File: src/rtl/dbg_guv_cmd_tx.sv
// dbg_guv_cmd_tx
// Command-stream transmitter at the head of the dbg_guv daisy chain.
// Serialises register-write requests into an (address, data) flit pair and
// commit requests (reg addr 4'hF) into a single address flit. The command bus
// has no backpressure, so this block alone sets flit order and spacing.
//
// Ports:
//   clk, rst        clock, synchronous active-high reset
//   req_TDATA       write value (ignored for commit)
//   req_core_addr   target governor address
//   req_reg_addr    target register, 4'hF = commit
//   req_TVALID/TREADY  request handshake; TREADY only in S_IDLE and not in rst
//   cmd_out_TDATA/TVALID  registered command flit to the chain
//   busy            registered, high whenever the FSM is not idle
//   cmds_sent       registered completed-command count, wraps
//
// state  | meaning
// S_IDLE | bus idle, waiting for a request
// S_ADDR | address flit on cmd_out
// S_DATA | data flit on cmd_out (writes only)
// S_GAP  | forced idle spacing after a command

module dbg_guv_cmd_tx #(
    parameter int DATA_WIDTH = 32,
    parameter int ADDR_WIDTH = 10,
    parameter int CNT_SIZE   = 16,
    parameter int GAP_CYCLES = 0
) (
    input  logic                  clk,
    input  logic                  rst,
    input  logic [DATA_WIDTH-1:0] req_TDATA,
    input  logic [ADDR_WIDTH-1:0] req_core_addr,
    input  logic [3:0]            req_reg_addr,
    input  logic                  req_TVALID,
    output logic                  req_TREADY,
    output logic [DATA_WIDTH-1:0] cmd_out_TDATA,
    output logic                  cmd_out_TVALID,
    output logic                  busy,
    output logic [CNT_SIZE-1:0]   cmds_sent
);

    typedef enum logic [1:0] {S_IDLE, S_ADDR, S_DATA, S_GAP} state_t;

    localparam logic [3:0] REG_COMMIT = 4'hF;
    localparam logic [7:0] GAP_LOAD   = 8'(GAP_CYCLES);
    localparam logic       HAS_GAP    = (GAP_CYCLES > 0);

    state_t                state_q, state_d;
    logic [3:0]            reg_q, reg_d;
    logic [DATA_WIDTH-1:0] data_q, data_d;
    logic [DATA_WIDTH-1:0] tdata_q, tdata_d;
    logic                  tvalid_q, tvalid_d;
    logic                  busy_q, busy_d;
    logic [7:0]            gap_q, gap_d;
    logic [CNT_SIZE-1:0]   cnt_q, cnt_d;
    logic [DATA_WIDTH-1:0] addr_flit;
    logic                  hs;

    assign req_TREADY = (state_q == S_IDLE) && !rst;
    assign hs         = req_TVALID && req_TREADY;

    always_comb begin
        addr_flit = '0;
        addr_flit[ADDR_WIDTH+3:0] = {req_core_addr, req_reg_addr};
    end

    // Outputs are registered, so each is computed from the state being
    // entered; the address flit is built straight from the request inputs
    // at the handshake, which also latches core/reg addr for it.
    always_comb begin
        state_d  = state_q;
        reg_d    = reg_q;
        data_d   = data_q;
        gap_d    = gap_q;
        cnt_d    = cnt_q;
        tdata_d  = '0;
        tvalid_d = 1'b0;
        case (state_q)
            S_IDLE: begin
                if (hs) begin
                    state_d  = S_ADDR;
                    reg_d    = req_reg_addr;
                    data_d   = req_TDATA;
                    tvalid_d = 1'b1;
                    tdata_d  = addr_flit;
                    if (req_reg_addr == REG_COMMIT) begin
                        cnt_d = cnt_q + CNT_SIZE'(1);
                    end
                end
            end
            S_ADDR: begin
                if (reg_q == REG_COMMIT) begin
                    state_d = HAS_GAP ? S_GAP : S_IDLE;
                    gap_d   = GAP_LOAD;
                end else begin
                    state_d  = S_DATA;
                    tvalid_d = 1'b1;
                    tdata_d  = data_q;
                    cnt_d    = cnt_q + CNT_SIZE'(1);
                end
            end
            S_DATA: begin
                state_d = HAS_GAP ? S_GAP : S_IDLE;
                gap_d   = GAP_LOAD;
            end
            S_GAP: begin
                if (gap_q <= 8'd1) begin
                    state_d = S_IDLE;
                    gap_d   = '0;
                end else begin
                    gap_d = gap_q - 8'd1;
                end
            end
            default: state_d = S_IDLE;
        endcase
        busy_d = (state_d != S_IDLE);
    end

    always_ff @(posedge clk) begin
        if (rst) begin
            state_q  <= S_IDLE;
            reg_q    <= '0;
            data_q   <= '0;
            tdata_q  <= '0;
            tvalid_q <= 1'b0;
            busy_q   <= 1'b0;
            gap_q    <= '0;
            cnt_q    <= '0;
        end else begin
            state_q  <= state_d;
            reg_q    <= reg_d;
            data_q   <= data_d;
            tdata_q  <= tdata_d;
            tvalid_q <= tvalid_d;
            busy_q   <= busy_d;
            gap_q    <= gap_d;
            cnt_q    <= cnt_d;
        end
    end

    assign cmd_out_TDATA  = tdata_q;
    assign cmd_out_TVALID = tvalid_q;
    assign busy           = busy_q;
    assign cmds_sent      = cnt_q;

endmodule

File: config.mk
export PLATFORM = sky130hd
export DESIGN_NAME = dbg_guv_cmd_tx
export DESIGN_NICKNAME = d
export VERILOG_FILES = /design/src/rtl/dbg_guv_cmd_tx.sv
export SDC_FILE = /design/constraint.sdc
export NUM_CORES = 1
export LEC_CHECK = 0
export ABC_CLOCK_PERIOD_IN_PS = 5610
export CAP_MARGIN = 10
export CORE_MARGIN = 2
export CORE_UTILIZATION = 35
export CTS_BUF_LIST = sky130_fd_sc_hd__clkbuf_4
export CTS_CLUSTER_DIAMETER = 60
export DETAILED_ROUTE_END_ITERATION = 8
export PLACE_DENSITY = 0.69
export SYNTH_ARGS = -nofsm -noshare
export SYNTH_HDL_FRONTEND = slang
export SYNTH_SLANG_ARGS = --single-unit
export TNS_END_PERCENT = 10
File: constraint.sdc
create_clock -name clk -period 5.61 [get_ports clk]
set_input_delay 1.122 -clock clk [delete_from_list [all_inputs] [get_ports clk]]
set_output_delay 1.122 -clock clk [all_outputs]
set_load 0.02 [all_outputs]
==> summary.md, run 1 <==
| Metric | Value |
|---|---|
| Nets | `around 540` |
| Ports | `100` |
| Sum Neg Setup Slack | `0 ns` |
| Longest Clk Path Bufs | `2` |
| Antenna viol nets, final | `0` |
| Register area share after synthesis | `53.1%` |
| Mapped Avg Cell Area | `about 9.2 um^2` |
| Post-synthesis cell count | `393` |
| Hpwl dp | `about 5600 um` |
| CTS H-tree depth | `3` |
| Starting Density | `35.6%` |
| Sw frac | `roughly a quarter` |
| DR vias/cell | `around 4.8` |
| Critical path class | `primary input to output pin` |
| Post-CTS Setup Bufs | `0` |
| Final setup viols | `0` |
| PwrDens | `~260 nW/um^2` |
| CP max stage delay | `roughly 0.65 ns` |
| NetSw | `between 0.0002 and 0.0003 W` |
| Clk root buf | `clkbuf_4` |
| Worst setup SP type | `primary input` |
| Clock latency at the later pin of the worst-skew pair | `between 0.4 and 0.5 ns` |
| Clk slew on worst S/H paths | `0.14 ns` |
| Worst Hold Class | `register to register` |
| Worst slack at placement | `between 1.5 and 2 ns` |
| Placement Rows | `37` |
| First-pass GRT wire length | `approximately 13000 um` |
| Area of the mapped netlist | `between 3000 and 4000 um^2` |
| P_int | `approximately 0.00097 W` |
| Slew headroom | `32.2%` |
| Max VDD drop | `about 0.16 mV` |
| Post-Route WL | `roughly 8300 um` |
| Final Hold Fails | `0` |
| Critical-path cell list | `buf_2 -> buf_4 -> nor3_1 -> clkdlybuf4s50_1` |
| Sink Count | `between 90 and 100` |
| Post-synth ARST share | `0%` |
| Flop pwr share | `a little under three fifths` |
| CP max FO | `between 70 and 80` |
| Synth warnings | `0` |
| Worst path top cell family by delay | `buffers and inverters` |
| Total CTS buffers | `9` |
| RSZ-0062 raised after global routing | `false` |
| Arrival time at the worst endpoint | `roughly 2.5 ns` |
| GP Congestion | `between 0.7 and 0.8` |
| Largest net degree at the start of global routing | `85` |
| Clock network power share | `between 30% and 40%` |
| Logic gate share of total power | `a little over 10%` |
| Vias | `between 2000 and 3000` |
| Slowest CP cell | `clkdlybuf4s50_1` |
| GR Overflow Total | `0` |
| Max frequency | `277 MHz` |
| Period utilization | `between 60% and 70%` |
| Most common cell after layout, fill and taps aside | `clkdlybuf4s50_1` |
| Outcome | `finished clean` |
| Final cell count without fillers | `624` |
| Leakage | `1.78 nW` |
| Actual slew at the worst max-slew pin | `slightly above 1 ns` |
| Synth Flop Type | `dfxtp_1` |
| Post-CTS Hold Fix Bufs | `0` |
| Final min period | `between 3 and 4 ns` |
| Final Max Slew Viols | `0` |
| Max-cap violations | `0` |
| Finished Cell Area | `4880 um^2` |
| Synthesized Nets | `roughly 450` |
| Gr usage total | `between 10% and 20%` |
| Die height | `106 um` |
| Area delta synth->final | `34.7%` |
| Inst Count DP | `~610` |
| Required time of the critical path | `around 4.5 ns` |
| Yosys cell types | `37` |
| Share of layout cells above drive strength 1 | `~7.6%` |
| Worst Skew | `~0.014 ns` |
| # diodes | `0` |
| Post-place instance area | `4720 um^2` |
| Vias in the first global route | `between 2000 and 3000` |
| Buf/Inv on CP | `3` |
| CTS tree | `done` |
| Detailed Route Iter0 Violations | `109` |
| Post_cts resized | `0` |
| #FFs+latches synth | `96` |
| Pre-Repair DR Iteration Count | `4` |
| Fin worst setup slack | `around 2 ns` |
| Crit. End Element | `output pin` |
| Wire per inst | `roughly 13 um` |
| DRC Markers | `0` |
| Port buffer count | `99` |
| Antenna violations before repair | `0` |
| Core area | `10200 um^2` |
| Die X | `106 um` |
| Post-synth EDFFs | `0` |
| Fin Hold WS | `roughly 0.46 ns` |
| Leading cell types in the layout, fill and taps excluded | `clkdlybuf4s50_1, dfxtp_1, nand2_1` |
| Die area | `~11000 um^2` |
==> state kept, by name (all words and copies together) (netlist names) <==
| signal | count |
|---|---|
| busy | 1 |
| gap_q | 8 |
| state_q | 2 |
| cmd_out_TVALID | 1 |
| reg_q | 4 |
| cmd_out_TDATA | 32 |
| data_q | 32 |
| cmds_sent | 16 |
==> cells by family after synthesis <==
group / share of synthesized area [%]
simple gates: 22.6
flops: 53.1
compound gates: 15.2
buf+inv: 3.11
mux: 4.35
xor+xnor: 0.726
fa+ha+maj: 1.04
==> cell type report <==
cell class | instances | area (um^2)
sequential | 96 | 1920
tap | 136 | 170
fill | 993 | 5310
clock buffer | 11 | 82.6
clock inverter | 5 | 81.3
timing repair buffer | 102 | 1010
inverter | 5 | 18.8
multi-input combinational | 269 | 1600
==> power groups by stage <==
stage | Clock (W) | Sequential [W] | Combinational, W
floorplan | 0 | 0.000748 | 0.0000539
global placement | 0 | 0.000739 | 0.000129
finish | 0.000410 | 0.000725 | 0.000130
CTS | 0.000426 | 0.000725 | 0.000131
detailed placement | 0 | 0.000740 | 0.000131
global route | 0.000448 | 0.000728 | 0.000143
==> cells in the mapped netlist (7+ instances only) <==
cell	instances	area share (%)
dfxtp_1	96	53
mux2_2	10	3.1
o21ai_0	41	5.7
nor2_1	34	3.5
nor2b_1	14	2.4
buf_1	7	0.73
nand2_1	54	5.6
nand2b_1	32	5.5
clkbuf_1	10	1.0
a21oi_1	14	1.9
a22o_1	14	3.4
==> final timing paths <==
path,slack (ns),endpoint,cells past startpoint,start
worst max register to register,2.75,cmds_sent[14],5,state_q[1]
worst max-delay path,2.00,req_TREADY,4,rst
worst min register to register,0.46,cmd_out_TDATA[26],2,data_q[26]
worst min-delay path,0.46,cmd_out_TDATA[26],2,data_q[26]
==> layer usage <==
layer | GRT usage, % | vias up | wire [um]
met3 | 3.53 | 7 | 370
li1 | - | 1524 | -
met5 | 0 | - | 0
met1 | 18.7 | 1388 | 3830
met2 | 25.0 | 69 | 4000
met4 | 5.83 | 0 | 97
==> per-stage QoR <==
step / total power, W / utilization, %
finish: 0.00126 / 47.9
CTS: 0.00128 / 47.9
floorplan: 0.000802 / -
global route: 0.00132 / 47.9
detailed placement: 0.000871 / 46.3
global placement: 0.000868 / 46.3
==> worst min-delay path, stage by stage (launching register included) <==
cell and delay [ns]:
dfxtp_1 0.32, nand2b_1 0.07, nor2_1 0.04
No activity file was read; power rests on OpenSTA's default activity.
==> inputs of run 2 (changes only) <==
ABC_CLOCK_PERIOD_IN_PS = 3650   (was 5610)
clock period = 3.65 ns   (was 5.61 ns; I/O delays follow)
==> run 2 against run 1 <==
Register-to-register slack got worse by 1.2 ns. Critical path type is now register to output pin. Sequential cell count stayed put. First-iteration DRC count increased by 2.8%. Critical path depth decreased by 2. Global-route usage shrank 0.22 points. Worst setup slack got worse by 0.95 ns. Power up 62%. Die area is the same. Count of clock-buffer cells in the layout decreased by 2.
==> summary.md, run 2 (synthesis gave the netlist of run 1 again) <==
| Metric | Value |
|---|---|
| Period utilization | `71.3%` |
| CTS H-tree depth | `3 (unchanged)` |
| Max VDD drop | `0.188 mV (+17%)` |
| CP max FO | `7 (-91%)` |
| Clock latency at the later pin of the worst-skew pair | `0.45 ns (+0.03 ns)` |
| Core area | `10200 um^2 (unchanged)` |
| Detailed Route Iter0 Violations | `112 (+2.8%)` |
| Worst setup SP type | `register` |
| R2R Setup Slk | `1.51 ns (-1.24 ns)` |
| Crit. End Element | `output pin` |
| RSZ-0062 raised after global routing | `false` |
| Worst path top cell family by delay | `buffers and inverters` |
| Fillers | `963 (-3.0%)` |
| Wire per inst | `13.1 um (-1.6%)` |
| CTS tree | `done` |
| Buf/Inv on CP | `1 (-2)` |
| Ports | `100 (unchanged)` |
| Post-CTS Hold Fix Bufs | `0 (unchanged)` |
| Logic gate share of total power | `9.7% (-0.6 points)` |
| Antenna violations before repair | `0 (unchanged)` |
| Leakage | `1.80 nW (+0.89%)` |
| Port buffer count | `99 (unchanged)` |
| Post_cts resized | `0 (unchanged)` |
| Outcome | `finished clean` |
| Post-place instance area | `4720 um^2 (unchanged)` |
| Most common cell after layout, fill and taps aside | `clkdlybuf4s50_1` |
| CP max stage delay | `0.67 ns (+0.02 ns)` |
| Nets | `535 (unchanged)` |
| Placement Rows | `37 (unchanged)` |
| Total CTS buffers | `9 (unchanged)` |
| DRC Markers | `0 (unchanged)` |
| Worst Skew | `0.0115 ns (-0.00277 ns)` |
| Final setup viols | `0 (unchanged)` |
| Die X | `106 um (unchanged)` |
| Starting Density | `35.6% (unchanged)` |
| Worst Hold Class | `register to register` |
| Slowest CP cell | `clkdlybuf4s50_1` |
| Gr usage total | `14.7% (-0.22 points)` |
| Arrival time at the worst endpoint | `1.87 ns (-0.62 ns)` |
| Critical path class | `register to output pin` |
| Vias in the first global route | `2747 (-5.6%)` |
| Clock network power share | `35.8% (+3.4 points)` |
| Final Max Slew Viols | `0 (unchanged)` |
| Sum Neg Setup Slack | `0 ns (unchanged)` |
| Longest Clk Path Bufs | `2 (unchanged)` |
| Largest net degree at the start of global routing | `84 (-1.2%)` |
| NetSw | `0.000492 W (+67%)` |
| Sw frac | `24.0% (+0.77 points)` |
| Clk slew on worst S/H paths | `0.15 ns (about the same)` |
| PwrDens | `417 nW/um^2 (+61%)` |
| Finished Cell Area | `4910 um^2 (+0.56%)` |
| Final Util | `48.2% (+0.27 points)` |
| Max frequency | `384 MHz` |
| Post-Route WL | `8170 um (-1.6%)` |
| Sink Count | `96 (unchanged)` |
| GR Overflow Total | `0 (unchanged)` |
| Final Hold Fails | `0 (unchanged)` |
| Hpwl dp | `5400 um (-2.8%)` |
| Max-cap violations | `0 (unchanged)` |
| Flop pwr share | `54.5% (-2.8 points)` |
| Antenna viol nets, final | `0 (unchanged)` |
| Critical-path cell list | `nor3_1 -> clkdlybuf4s50_1` |
| Post-CTS Setup Bufs | `0 (unchanged)` |
| P_int | `0.00155 W (+60%)` |
| Clk root buf | `clkbuf_4` |
| GP Congestion | `0.781 (-1.9%)` |
| Share of layout cells above drive strength 1 | `7.58% (unchanged)` |
| First-pass GRT wire length | `13200 um (-2.1%)` |
| # diodes | `0 (unchanged)` |
| Die area | `11200 um^2 (unchanged)` |
| Leading cell types in the layout, fill and taps excluded | `clkdlybuf4s50_1, dfxtp_1, nand2_1` |
| Area delta synth->final | `35.5%` |
| Required time of the critical path | `2.92 ns (-1.57 ns)` |
| Slew headroom | `35.1% (+2.9 points)` |
| DR vias/cell | `4.74 (-1.0%)` |
| Die height | `106 um (unchanged)` |
| Final min period | `approximately 2.6 ns` |
| Actual slew at the worst max-slew pin | `0.970 ns (-0.0439 ns)` |
| Vias | `2958 (-1.0%)` |
| Pre-Repair DR Iteration Count | `4 (unchanged)` |
run 2: cell type report:
type | instances | area, um^2 | share of cell area (%)
Clock inverter | 7 | 124 | 2.52
Sequential cell | 96 | 1920 | 39.2
Timing Repair Buffer | 102 | 1010 | 20.6
Multi-Input combinational cell | 269 | 1600 | 32.5
Clock buffer | 9 | 67.6 | 1.38
Inverter | 5 | 18.8 | 0.382
Tap cell | 136 | 170 | 3.47
run 2: power groups by stage:
stage	sequential [W]	combinational, W	clock (W)
5_1_grt	0.00112	0.000219	0.000801
3_3_place_gp	0.00114	0.000198	0
3_5_place_dp	0.00114	0.000200	0
6_report	0.00111	0.000199	0.000731
4_1_cts	0.00112	0.000202	0.000750
2_1_floorplan	0.00115	0.0000829	0
run 2: worst reg2reg max path: stages, from the launching register on:
cell	delay [ns]
dfxtp_1	0.42
nor4b_4	0.35
buf_4	0.61
and3_1	0.31
o21ai_0	0.09
mux2_2	0.28
run 2: worst paths after layout:
kind                                  from  depth (start not counted)                end
worst max-delay path            state_q[1]                          2         req_TREADY
worst max register to register  state_q[1]                          5       cmds_sent[2]
worst min-delay path            data_q[26]                          2  cmd_out_TDATA[26]
worst min register to register  data_q[26]                          2  cmd_out_TDATA[26]
run 2: routing by layer:
layer  vias up  track usage [%]  share of wire, %
li1       1518                -                 -
met1      1361             19.4                48
met2        69             22.6                46
met3        10             4.08               5.0
met4         0             6.39               1.6
met5         -                0                 0
run 2: metrics by stage:
step / hold WS (ns) / setup WS (ns) / power [W] / std cells
after global routing: 0.482 / 0.932 / 0.00214 / 624
after floorplan: 0.427 / 1.50 / 0.00123 / 393
final: 0.461 / 1.05 / 0.00205 / 624
after detailed placement: 0.440 / 0.738 / 0.00134 / 608
after global placement: 0.442 / 0.767 / 0.00133 / 608
after CTS: 0.462 / 0.996 / 0.00207 / 624
==> patch, RTL diff (settings of run 2) <==
Set the parameter `DATA_WIDTH` to 64 (it was 32).
--- a/src/rtl/dbg_guv_cmd_tx.sv
+++ b/src/rtl/dbg_guv_cmd_tx.sv
@@ -21,7 +21,7 @@
 // S_GAP  | forced idle spacing after a command
 
 module dbg_guv_cmd_tx #(
-    parameter int DATA_WIDTH = 32,
+    parameter int DATA_WIDTH = 64,
     parameter int ADDR_WIDTH = 10,
     parameter int CNT_SIZE   = 16,
     parameter int GAP_CYCLES = 0
Ports: changed (resized cmd_out_TDATA and req_TDATA); port bits go from 100 to 164. The function was not compared with the original's and may differ.
==> patch against run 2 <==
  * Wire length up 55%
  * Via count rose by 47%
  * Highest routed layer is now met5
  * Total power increased by 67%
  * Worst setup slack got worse by 0.0049 ns
  * Die area is 52% higher
  * Synthesized area grew 55%
  * Cell area is 58% higher
  * Count of clock-buffer cells in the layout is 12 higher
  * Utilization up 1.1 points
  * Largest cell class unchanged
  * Combinational power increased by 61%
  * Sequential cell count up 64
  * Synthesized cell count rose by 50%
==> patch: results <==
export IMPL_outcome="completed"
export IMPL_crit_path_max_fanout=8
export IMPL_htreeDepth=4
export IMPL_clk_path_buf_depth=2
export IMPL_grt_usage=0.151
export IMPL_via_count=4362
export IMPL_nNetsFinal=824
export IMPL_seq_share=0.412
export IMPL_ys_async_sr_fraction=0
export IMPL_syn_inst=590
export IMPL_seq_area_frac_synth=0.572
export IMPL_drt_total_wl_mm=12.7
export IMPL_nClkBuffers=21
export IMPL_clk_latency_ns=0.53
export IMPL_ys_top_cells_by_count="160 x dfxtp_1, 90 x nand2_1, 66 x o21ai_0"
export IMPL_syn_num_nets=674
export IMPL_nNonClkBuffers=167
export IMPL_ys_ff_latch=160
export IMPL_nNonClkInverters=7
export IMPL_synthTopCellsByArea="dfxtp_1 57%, nand2b_1 7.3%, nand2_1 6.0%"
export IMPL_slew_limit_headroom=0.467
export IMPL_hpwlAfterDp_mm=8.45
export IMPL_placed_cells=936
export IMPL_grt_pass1_wl_mm=20.2
export IMPL_cts_root_buf="clkbuf_4"
export IMPL_filler_cell_count=1464
export IMPL_fin_skew_ns=0.0225
export IMPL_drive_gt1_frac=0.0678
export IMPL_antenna_found_initial=1
export IMPL_grt_pass1_vias=4229
export IMPL_place_gp_congestion=0.765
export IMPL_ir_drop_mv=0.192
export IMPL_io_buffers=163
export IMPL_comb_multi_input_count=387
export IMPL_clock_area_frac=0.0443
export IMPL_hp_class="register to register"
export IMPL_p_leak_uw=0.00281
export IMPL_clkSlewWorstSetupHoldPaths_ns=0.14
export IMPL_drt_initial_drc_count=235
export IMPL_n_antenna_cell=0
export IMPL_dr_pass1_iters=4
export IMPL_yosysWarnings=0
export IMPL_cts_setup_buffers=0
export IMPL_cts_made_buffers=17
export IMPL_yosysUniqueCellTypes=38
export IMPL_multi_input_area_share=0.288
export IMPL_final_nonclk_buf_share=0.217
export IMPL_grt_max_degree=144
export IMPL_post_cts_resized=0
export IMPL_viasPerCell=4.51
export IMPL_crit_arrival_ns=1.88
patch: metrics by stage:
step | cell area (um2) | utilization | total power, uW | setup WS (ns) | hold slack (ns)
2_1_floorplan | 5600 | - | 2060 | 1.42 | 0.423
3_3_place_gp | 7400 | 0.469 | 2220 | 0.885 | 0.438
3_5_place_dp | 7400 | 0.469 | 2230 | 0.858 | 0.439
4_1_cts | 7740 | 0.491 | 3470 | 0.971 | 0.459
5_1_grt | 7770 | 0.493 | 3600 | 0.857 | 0.469
6_report | 7770 | 0.493 | 3420 | 1.04 | 0.459
patch: logic make-up after synthesis:
group           after synthesis  synth area share
buf+inv                      43            0.0295
flops                       160             0.572
compound gates              113             0.129
xor+xnor                     15            0.0235
simple gates                256             0.239
fa+ha+maj                     3           0.00671
patch: per-layer routing:
metal	vias to the layer above	GRT usage	part of all wire
met5	-	0	0.0011
met4	2	0.0563	0.0095
met3	10	0.0448	0.059
met2	118	0.246	0.47
met1	1988	0.191	0.46
li1	2244	-	-
patch: path summary, 6_finish.rpt:
kind | startpoint | cells after the start | end | slack (ns)
worst min-delay path | data_q[63]$_SDFFE_PP0P_ | 2 | cmd_out_TDATA[63]$_SDFF_PP0_ | 0.46
worst max-delay path | state_q[1]$_SDFF_PP0_ | 2 | req_TREADY | 1.04
worst max register to register | state_q[1]$_SDFF_PP0_ | 5 | cmds_sent[13]$_SDFFE_PP0P_ | 1.58
worst min register to register | data_q[63]$_SDFFE_PP0P_ | 2 | cmd_out_TDATA[63]$_SDFF_PP0_ | 0.46
patch: where the power goes:
group	switching [uW]	internal (uW)
logic	149	172
clock network	590	640
registers	39.5	1830
total	778	2640
patch: worst max-delay path: stages, from the launching register on:
cell             delay, ns
dfxtp_1               0.44
nor3_1                0.26
clkdlybuf4s50_1       0.65
